[config.mk]
export PLATFORM = sky130hd
export DESIGN_NAME = lift_ctrl_flat
export DESIGN_NICKNAME = d
export VERILOG_FILES = /design/src/rtl/map_pkg.sv /design/src/rtl/lift_ctrl_if.sv /design/src/rtl/tick_gen.sv /design/src/rtl/lift_ctrl.sv /design/src/flat_wrapper.sv
export SDC_FILE = /design/constraint.sdc
export NUM_CORES = 1
export LEC_CHECK = 0
export CAP_MARGIN = 40
export CORE_AREA = 2 2 87 89
export DETAILED_ROUTE_END_ITERATION = 7
export DIE_AREA = 0 0 89 91
export PLACE_DENSITY = 0.59
export SLEW_MARGIN = 20
export SYNTH_ARGS = -nofsm -noshare
export SYNTH_HDL_FRONTEND = slang
export SYNTH_SLANG_ARGS = --single-unit
[constraint.sdc]
create_clock -name clk -period 7.4 [get_ports clk]
set_input_delay 1.48 -clock clk [delete_from_list [all_inputs] [get_ports clk]]
set_output_delay 1.48 -clock clk [all_outputs]
set_load 0.1 [all_outputs]
[src/rtl/map_pkg.sv]
// Shared map constants: lift FSM encodings, default lift geometry and the
// map pivot constants used by animated terrain objects.
// No ports; imported by lift_ctrl, lift_ctrl_if and related map blocks.
package map_pkg;

  // Pixel coordinate width (half-resolution rows/columns)
  localparam int unsigned PIX_W = 10;

  // Lift platform FSM encoding
  typedef enum logic [1:0] {
    LIFT_UP        = 2'd0,
    LIFT_MOVE_DOWN = 2'd1,
    LIFT_DOWN      = 2'd2,
    LIFT_MOVE_UP   = 2'd3
  } lift_state_e;

  // Default lift geometry
  localparam logic [PIX_W-1:0] LIFT_TOP_V    = 10'd96;
  localparam logic [PIX_W-1:0] LIFT_BOTTOM_V = 10'd130;
  localparam logic [PIX_W-1:0] LIFT_STEP     = 10'd1;

  // Map pivot constants shared by the moving-wall terrain instance
  localparam logic [PIX_W-1:0] MAP_PIVOT_H_DEFAULT = 10'd0;
  localparam logic [PIX_W-1:0] MAP_PIVOT_V_DEFAULT = LIFT_TOP_V;

  // Motion tick divider for 60 Hz at a 100 MHz clock
  localparam int unsigned TICK_DIV_60HZ = 1_666_667;

endpackage

[src/rtl/lift_ctrl_if.sv]
// Lift controller signal bundle.
// Inputs to the lift: en, button1_touch, button2_touch, block_down.
// Outputs from the lift: pivot_v, moving, at_top, at_bottom, state.
interface lift_ctrl_if;
  import map_pkg::*;

  logic             en;
  logic             button1_touch;
  logic             button2_touch;
  logic             block_down;
  logic [PIX_W-1:0] pivot_v;
  logic             moving;
  logic             at_top;
  logic             at_bottom;
  logic [1:0]       state;

  // Game/player side drives controls and observes the platform
  modport master (
    output en, button1_touch, button2_touch, block_down,
    input  pivot_v, moving, at_top, at_bottom, state
  );

  // Lift controller side
  modport slave (
    input  en, button1_touch, button2_touch, block_down,
    output pivot_v, moving, at_top, at_bottom, state
  );

endinterface

[src/rtl/tick_gen.sv]
// Motion tick divider, reusable by any animated map object.
// Ports: clk, rst (sync, active-high), en (freezes the count when low),
//        tick (one-cycle pulse on the cycle the counter wraps to 0).
module tick_gen #(
  parameter int unsigned DIV = 4
) (
  input  logic clk,
  input  logic rst,
  input  logic en,
  output logic tick
);

  localparam int unsigned CNT_W = (DIV > 1) ? $clog2(DIV) : 1;

  logic [CNT_W-1:0] cnt_q;
  logic [CNT_W-1:0] cnt_d;

  // Count 0..DIV-1 while enabled; tick marks the wrapping cycle
  always_comb begin
    cnt_d = cnt_q;
    tick  = en && (cnt_q == CNT_W'(DIV - 1));
    if (en) begin
      cnt_d = tick ? '0 : cnt_q + CNT_W'(1);
    end
  end

  always_ff @(posedge clk) begin
    if (rst) cnt_q <= '0;
    else     cnt_q <= cnt_d;
  end

endmodule

[src/rtl/lift_ctrl.sv]
// Button-operated lift platform controller.
// Ports: clk, rst (sync, active-high), bus (lift_ctrl_if.slave):
//   en, button1_touch, button2_touch, block_down in;
//   pivot_v, moving, at_top, at_bottom, state out.
// State and pivot_v change only on motion ticks from tick_gen.
module lift_ctrl
  import map_pkg::*;
#(
  parameter logic [PIX_W-1:0] TOP_V    = LIFT_TOP_V,
  parameter logic [PIX_W-1:0] BOTTOM_V = LIFT_BOTTOM_V,
  parameter logic [PIX_W-1:0] STEP     = LIFT_STEP,
  parameter int unsigned      TICK_DIV = TICK_DIV_60HZ
) (
  input  logic        clk,
  input  logic        rst,
  lift_ctrl_if.slave  bus
);

  lift_state_e      state_q;
  lift_state_e      state_d;
  logic [PIX_W-1:0] pivot_q;
  logic [PIX_W-1:0] pivot_d;
  logic             tick;
  logic             req;

  tick_gen #(.DIV(TICK_DIV)) u_tick_gen (
    .clk  (clk),
    .rst  (rst),
    .en   (bus.en),
    .tick (tick)
  );

  // Next state / next pivot; distance checked before stepping so the
  // 10-bit arithmetic never wraps and the platform snaps to its end stop.
  always_comb begin
    state_d = state_q;
    pivot_d = pivot_q;
    req     = bus.button1_touch | bus.button2_touch;
    if (tick) begin
      case (state_q)
        LIFT_UP: begin
          if (req) state_d = LIFT_MOVE_DOWN;
        end
        LIFT_MOVE_DOWN: begin
          // Reversal wins over a blocked hold
          if (!req) begin
            state_d = LIFT_MOVE_UP;
          end else if (!bus.block_down) begin
            if ((BOTTOM_V - pivot_q) <= STEP) begin
              pivot_d = BOTTOM_V;
              state_d = LIFT_DOWN;
            end else begin
              pivot_d = pivot_q + STEP;
            end
          end
        end
        LIFT_DOWN: begin
          if (!req) state_d = LIFT_MOVE_UP;
        end
        LIFT_MOVE_UP: begin
          if (req) begin
            state_d = LIFT_MOVE_DOWN;
          end else if ((pivot_q - TOP_V) <= STEP) begin
            pivot_d = TOP_V;
            state_d = LIFT_UP;
          end else begin
            pivot_d = pivot_q - STEP;
          end
        end
        default: state_d = LIFT_UP;
      endcase
    end
  end

  always_ff @(posedge clk) begin
    if (rst) begin
      state_q <= LIFT_UP;
      pivot_q <= TOP_V;
    end else begin
      state_q <= state_d;
      pivot_q <= pivot_d;
    end
  end

  // Zero-latency status decodes of the registered state
  assign bus.pivot_v   = pivot_q;
  assign bus.state     = state_q;
  assign bus.moving    = (state_q == LIFT_MOVE_DOWN) || (state_q == LIFT_MOVE_UP);
  assign bus.at_top    = (pivot_q == TOP_V);
  assign bus.at_bottom = (pivot_q == BOTTOM_V);

endmodule

[src/flat_wrapper.sv]
// flat-port wrapper written by rule: the top's interface ports become plain ports
module lift_ctrl_flat import map_pkg::*;
#(
  parameter logic [PIX_W-1:0] TOP_V    = LIFT_TOP_V,
  parameter logic [PIX_W-1:0] BOTTOM_V = LIFT_BOTTOM_V,
  parameter logic [PIX_W-1:0] STEP     = LIFT_STEP,
  parameter int unsigned      TICK_DIV = TICK_DIV_60HZ
)
  (clk, rst, bus_en, bus_button1_touch, bus_button2_touch, bus_block_down, bus_pivot_v, bus_moving, bus_at_top, bus_at_bottom, bus_state);
  lift_ctrl_if bus_i ();
  input  logic clk;
  input  logic rst;
  input wire logic [$bits(bus_i.en)-1:0] bus_en;
  input wire logic [$bits(bus_i.button1_touch)-1:0] bus_button1_touch;
  input wire logic [$bits(bus_i.button2_touch)-1:0] bus_button2_touch;
  input wire logic [$bits(bus_i.block_down)-1:0] bus_block_down;
  output wire logic [$bits(bus_i.pivot_v)-1:0] bus_pivot_v;
  output wire logic [$bits(bus_i.moving)-1:0] bus_moving;
  output wire logic [$bits(bus_i.at_top)-1:0] bus_at_top;
  output wire logic [$bits(bus_i.at_bottom)-1:0] bus_at_bottom;
  output wire logic [$bits(bus_i.state)-1:0] bus_state;
  assign bus_i.en = bus_en;
  assign bus_i.button1_touch = bus_button1_touch;
  assign bus_i.button2_touch = bus_button2_touch;
  assign bus_i.block_down = bus_block_down;
  assign bus_pivot_v = bus_i.pivot_v;
  assign bus_moving = bus_i.moving;
  assign bus_at_top = bus_i.at_top;
  assign bus_at_bottom = bus_i.at_bottom;
  assign bus_state = bus_i.state;
  lift_ctrl #(.TOP_V(TOP_V), .BOTTOM_V(BOTTOM_V), .STEP(STEP), .TICK_DIV(TICK_DIV)) u_core (.clk(clk), .rst(rst), .bus(bus_i));
endmodule
==> impl_metrics.py <==
metrics = {
    "outcome": {
        "status": "complete, no violations",
    },
    "power_and_ir_drop": {
        "max-vdd-ir-drop_v": 0.00005878,
        "powerDensity_mw_per_mm2": 146.1,
        "design_power_total_uw": 438.7,
        "power.leakage_uw": 0.001096,
    },
    "place": {
        "worst_case_setup_slack_after_placement_ns": 3.115,
        "placed_cells": 426,
        "portBuffers": 20,
        "detailedPlacementHpwl_mm": 4.185,
        "gp_congestion": 0.8315,
    },
    "clock_tree": {
        "clk-insertion-delay-late_ns": 0.29,
        "ctsHoldBuffers": 0,
        "cts_made_buffers": 5,
        "post_cts_buffers": 0,
        "clock_tree.root_cell": "sky130_fd_sc_hd__clkbuf_8",
        "path_clk_slew_ns": 0.08,
        "ctsLongestPathBuffers": 2,
        "cts_sinks": 33,
        "tritoncts": "yes",
        "htreeDepth": 2,
        "resized_after_cts": 0,
    },
    "floorplanning": {
        "die_area_mm2": 0.008099,
        "horizontal_die_dimension_um": 89,
        "floorplan.initialDensity_pct": 33.61,
        "fp.coreArea_mm2": 0.007137,
        "placementRows": 31,
        "boundaryPins": 21,
        "dieHeight_um": 91,
    },
    "detailed_routing": {
        "viasPerCell": 5.244,
        "drt_iter0_markers": 139,
        "drt-pass1-iter-count": 4,
        "route.vias.total": 2276,
        "route.antenna.remaining_nets": 0,
        "wire_length_after_detailed_routing_mm": 5.833,
        "avgRoutedWirePerCell_um": 13.44,
        "drc": 0,
    },
    "synthesis": {
        "synthDistinctLibCells": 58,
        "yosys.cell_count.top_type": "sky130_fd_sc_hd__dfxtp_1",
        "yosys_warnings": 0,
        "post_synth.cell_area_avg_um2": 7.762,
        "synth_common_cells": "sky130_fd_sc_hd__dfxtp_1 (33), sky130_fd_sc_hd__nor2_1 (30), sky130_fd_sc_hd__nand3_1 (20)",
        "post_synth_edffs": 0,
        "syn_area_mm2": 0.002399,
        "ys_seq_elements": 33,
        "syn-num-nets": 330,
        "synth.area.top_cells": "sky130_fd_sc_hd__dfxtp_1 (28%), sky130_fd_sc_hd__ha_1 (7.8%), sky130_fd_sc_hd__nor2_1 (4.7%), sky130_fd_sc_hd__nand3_1 (4.2%), sky130_fd_sc_hd__xor2_1 (4.0%)",
        "post_synth_inst_count": 309,
        "yosysSeqAreaShare_pct": 27.54,
        "postSynth.topFlopCell": "sky130_fd_sc_hd__dfxtp_1",
        "synth_largest_area_cell": "sky130_fd_sc_hd__dfxtp_1",
        "postSynth.asyncResetShare_pct": 0,
        "yosysTopAreaCellShare_pct": 27.54,
    },
    "grt": {
        "grt_antenna_before_repair": 0,
        "grt_pass1_vias": 2023,
        "grt_max_degree": 26,
        "grt_use_total_pct": 14.71,
        "global_route_wire_length_before_repair_mm": 9.577,
        "grt_overflow": 0,
    },
    "worst_hold_path": {
        "hold_path_class": "reg -> reg",
    },
    "timing": {
        "maxSlewHeadroom_pct": 44.45,
        "slew_violations": 0,
        "final.setup_skew_ns": 0.01211,
        "finalSetupViolations": 0,
        "fmax_mhz": 251.6,
        "rsz0062_at_grt": "false",
        "finalCritPeriodShare_pct": 53.71,
        "timing.final.crit_period_ns": 3.975,
        "final_worst_hold_slack_ns": 0.5202,
        "finalSetupTns_ns": 0,
        "worst-slew-pin-transition_ns": 0.8257,
        "timing.final.hold_violations": 0,
        "layout_setup_ws_ns": 3.425,
    },
    "setup_path": {
        "cp-end-kind": "flip-flop",
        "critical_path_required_ns": 7.62,
        "crit_fanout": 25,
        "setup.worst_path.start_class": "input pin",
        "worstPathArrival_ns": 4.19,
        "critical_path_class": "in -> reg",
    },
    "finish": {
        "fin_nets": 355,
        "area_delta_synth_final_pct": 25.20,
        "total_area_of_sequential_cells_um2": 660.6,
        "n_antenna_cell": 0,
        "instances_no_fill": 434,
        "final_layout_size_suffix_gt1_share_pct": 10.15,
        "multi_input_area_mm2": 0.001595,
        "filler_cell_count": 731,
    },
    "run": {
        "max_cap_viol_count": 0,
    },
}
==> power breakdown <==
| group | switching, uW | total (uW) | internal [uW] | leakage, uW |
|---|---|---|---|---|
| clock network | 70.3 | 204 | 134 | 0.0000681 |
| logic | 29.8 | 49.0 | 19.3 | 0.000762 |
| registers | 6.13 | 186 | 179 | 0.000266 |
==> state kept, by name, indices dropped and copies added (netlist names) <==
name and cells:
u_core.u_tick_gen.cnt_q 21, u_core.bus.state 2, u_core.bus.pivot_v 10
==> final timing paths <==
kind	depth (start not counted)	start	slack, ns	endpoint
min reg2reg	2	u_core.u_tick_gen.cnt_q[20]$_SDFFE_PP0P_	0.52	u_core.u_tick_gen.cnt_q[20]$_SDFFE_PP0P_
max	6	bus_en	3.43	u_core.bus.pivot_v[4]$_SDFFE_PP0P_
max reg2reg	8	u_core.bus.pivot_v[5]$_SDFFE_PP1P_	4.52	u_core.bus.state[0]$_SDFFE_PP0P_
min	2	u_core.u_tick_gen.cnt_q[20]$_SDFFE_PP0P_	0.52	u_core.u_tick_gen.cnt_q[20]$_SDFFE_PP0P_
==> layout make-up <==
type	instances	share of cell area, %
Inverter	17	2.125
Multi-Input combinational cell	242	53.13
Timing Repair Buffer	35	14.17
Sequential cell	33	22.00
Clock buffer	5	2.292
Tap cell	99	4.125
Clock inverter	3	2.167
==> metrics by stage <==
stage | utilization (%) | instance area [um2]
2_1_floorplan | - | 2399
3_3_place_gp | 37.04 | 2644
3_5_place_dp | 40.20 | 2869
4_1_cts | 42.08 | 3003
5_1_grt | 42.08 | 3003
6_report | 42.08 | 3003
==> cell families (layout without fill, tap and decap cells) <==
kind of cell | count (synthesis) | count (layout) | share of synthesized area [%]
AND/OR/NAND/NOR | 136 | 136 | 30.88
AO/OA/AOI/OAI | 69 | 69 | 19.72
buffers and inverters | 34 | 60 | 5.947
flip-flops | 33 | 33 | 27.54
XOR/XNOR | 21 | 21 | 7.668
adder cells (fa/ha/maj) | 15 | 15 | 7.825
multiplexers | 1 | 1 | 0.4173
==> critical path: stages <==
cell,delay [ns]
sky130_fd_sc_hd__clkdlybuf4s50_1,0.63
sky130_fd_sc_hd__or4b_4,0.52
sky130_fd_sc_hd__nor4_4,0.34
sky130_fd_sc_hd__nand3b_2,0.43
sky130_fd_sc_hd__or4_1,0.63
sky130_fd_sc_hd__a31oi_1,0.15
==> cell usage in the layout, fill, tap and decap left out, types with 4 or more instances in the layout <==
cell type	netlist	routed
sky130_fd_sc_hd__or4_1	4	4
sky130_fd_sc_hd__nor4_1	5	5
sky130_fd_sc_hd__dfxtp_1	33	33
sky130_fd_sc_hd__o31ai_1	5	5
sky130_fd_sc_hd__o21ai_0	10	10
sky130_fd_sc_hd__a31oi_1	10	10
sky130_fd_sc_hd__nand4_1	8	8
sky130_fd_sc_hd__inv_1	17	17
sky130_fd_sc_hd__nor3_1	12	12
sky130_fd_sc_hd__clkdlybuf4s50_1	0	20
sky130_fd_sc_hd__ha_1	15	15
sky130_fd_sc_hd__nor2_1	30	30
sky130_fd_sc_hd__xor2_1	11	11
sky130_fd_sc_hd__xnor2_1	10	10
sky130_fd_sc_hd__or3_1	9	9
sky130_fd_sc_hd__clkbuf_8	0	5
sky130_fd_sc_hd__o21a_1	4	4
sky130_fd_sc_hd__a21oi_1	17	17
sky130_fd_sc_hd__nand3_1	20	20
sky130_fd_sc_hd__nand2_1	19	19
sky130_fd_sc_hd__buf_8	0	15
sky130_fd_sc_hd__nand2b_1	5	5
==> per-layer routing <==
layer	vias to the layer above	track usage (%)	wire, um
li1	1171	-	-
met2	44	22.57	2689
met3	5	3.818	239
met5	-	0	0
met4	0	2.239	39
met1	1056	21.06	2864
Note: power is estimated with default switching activity, not from simulation.
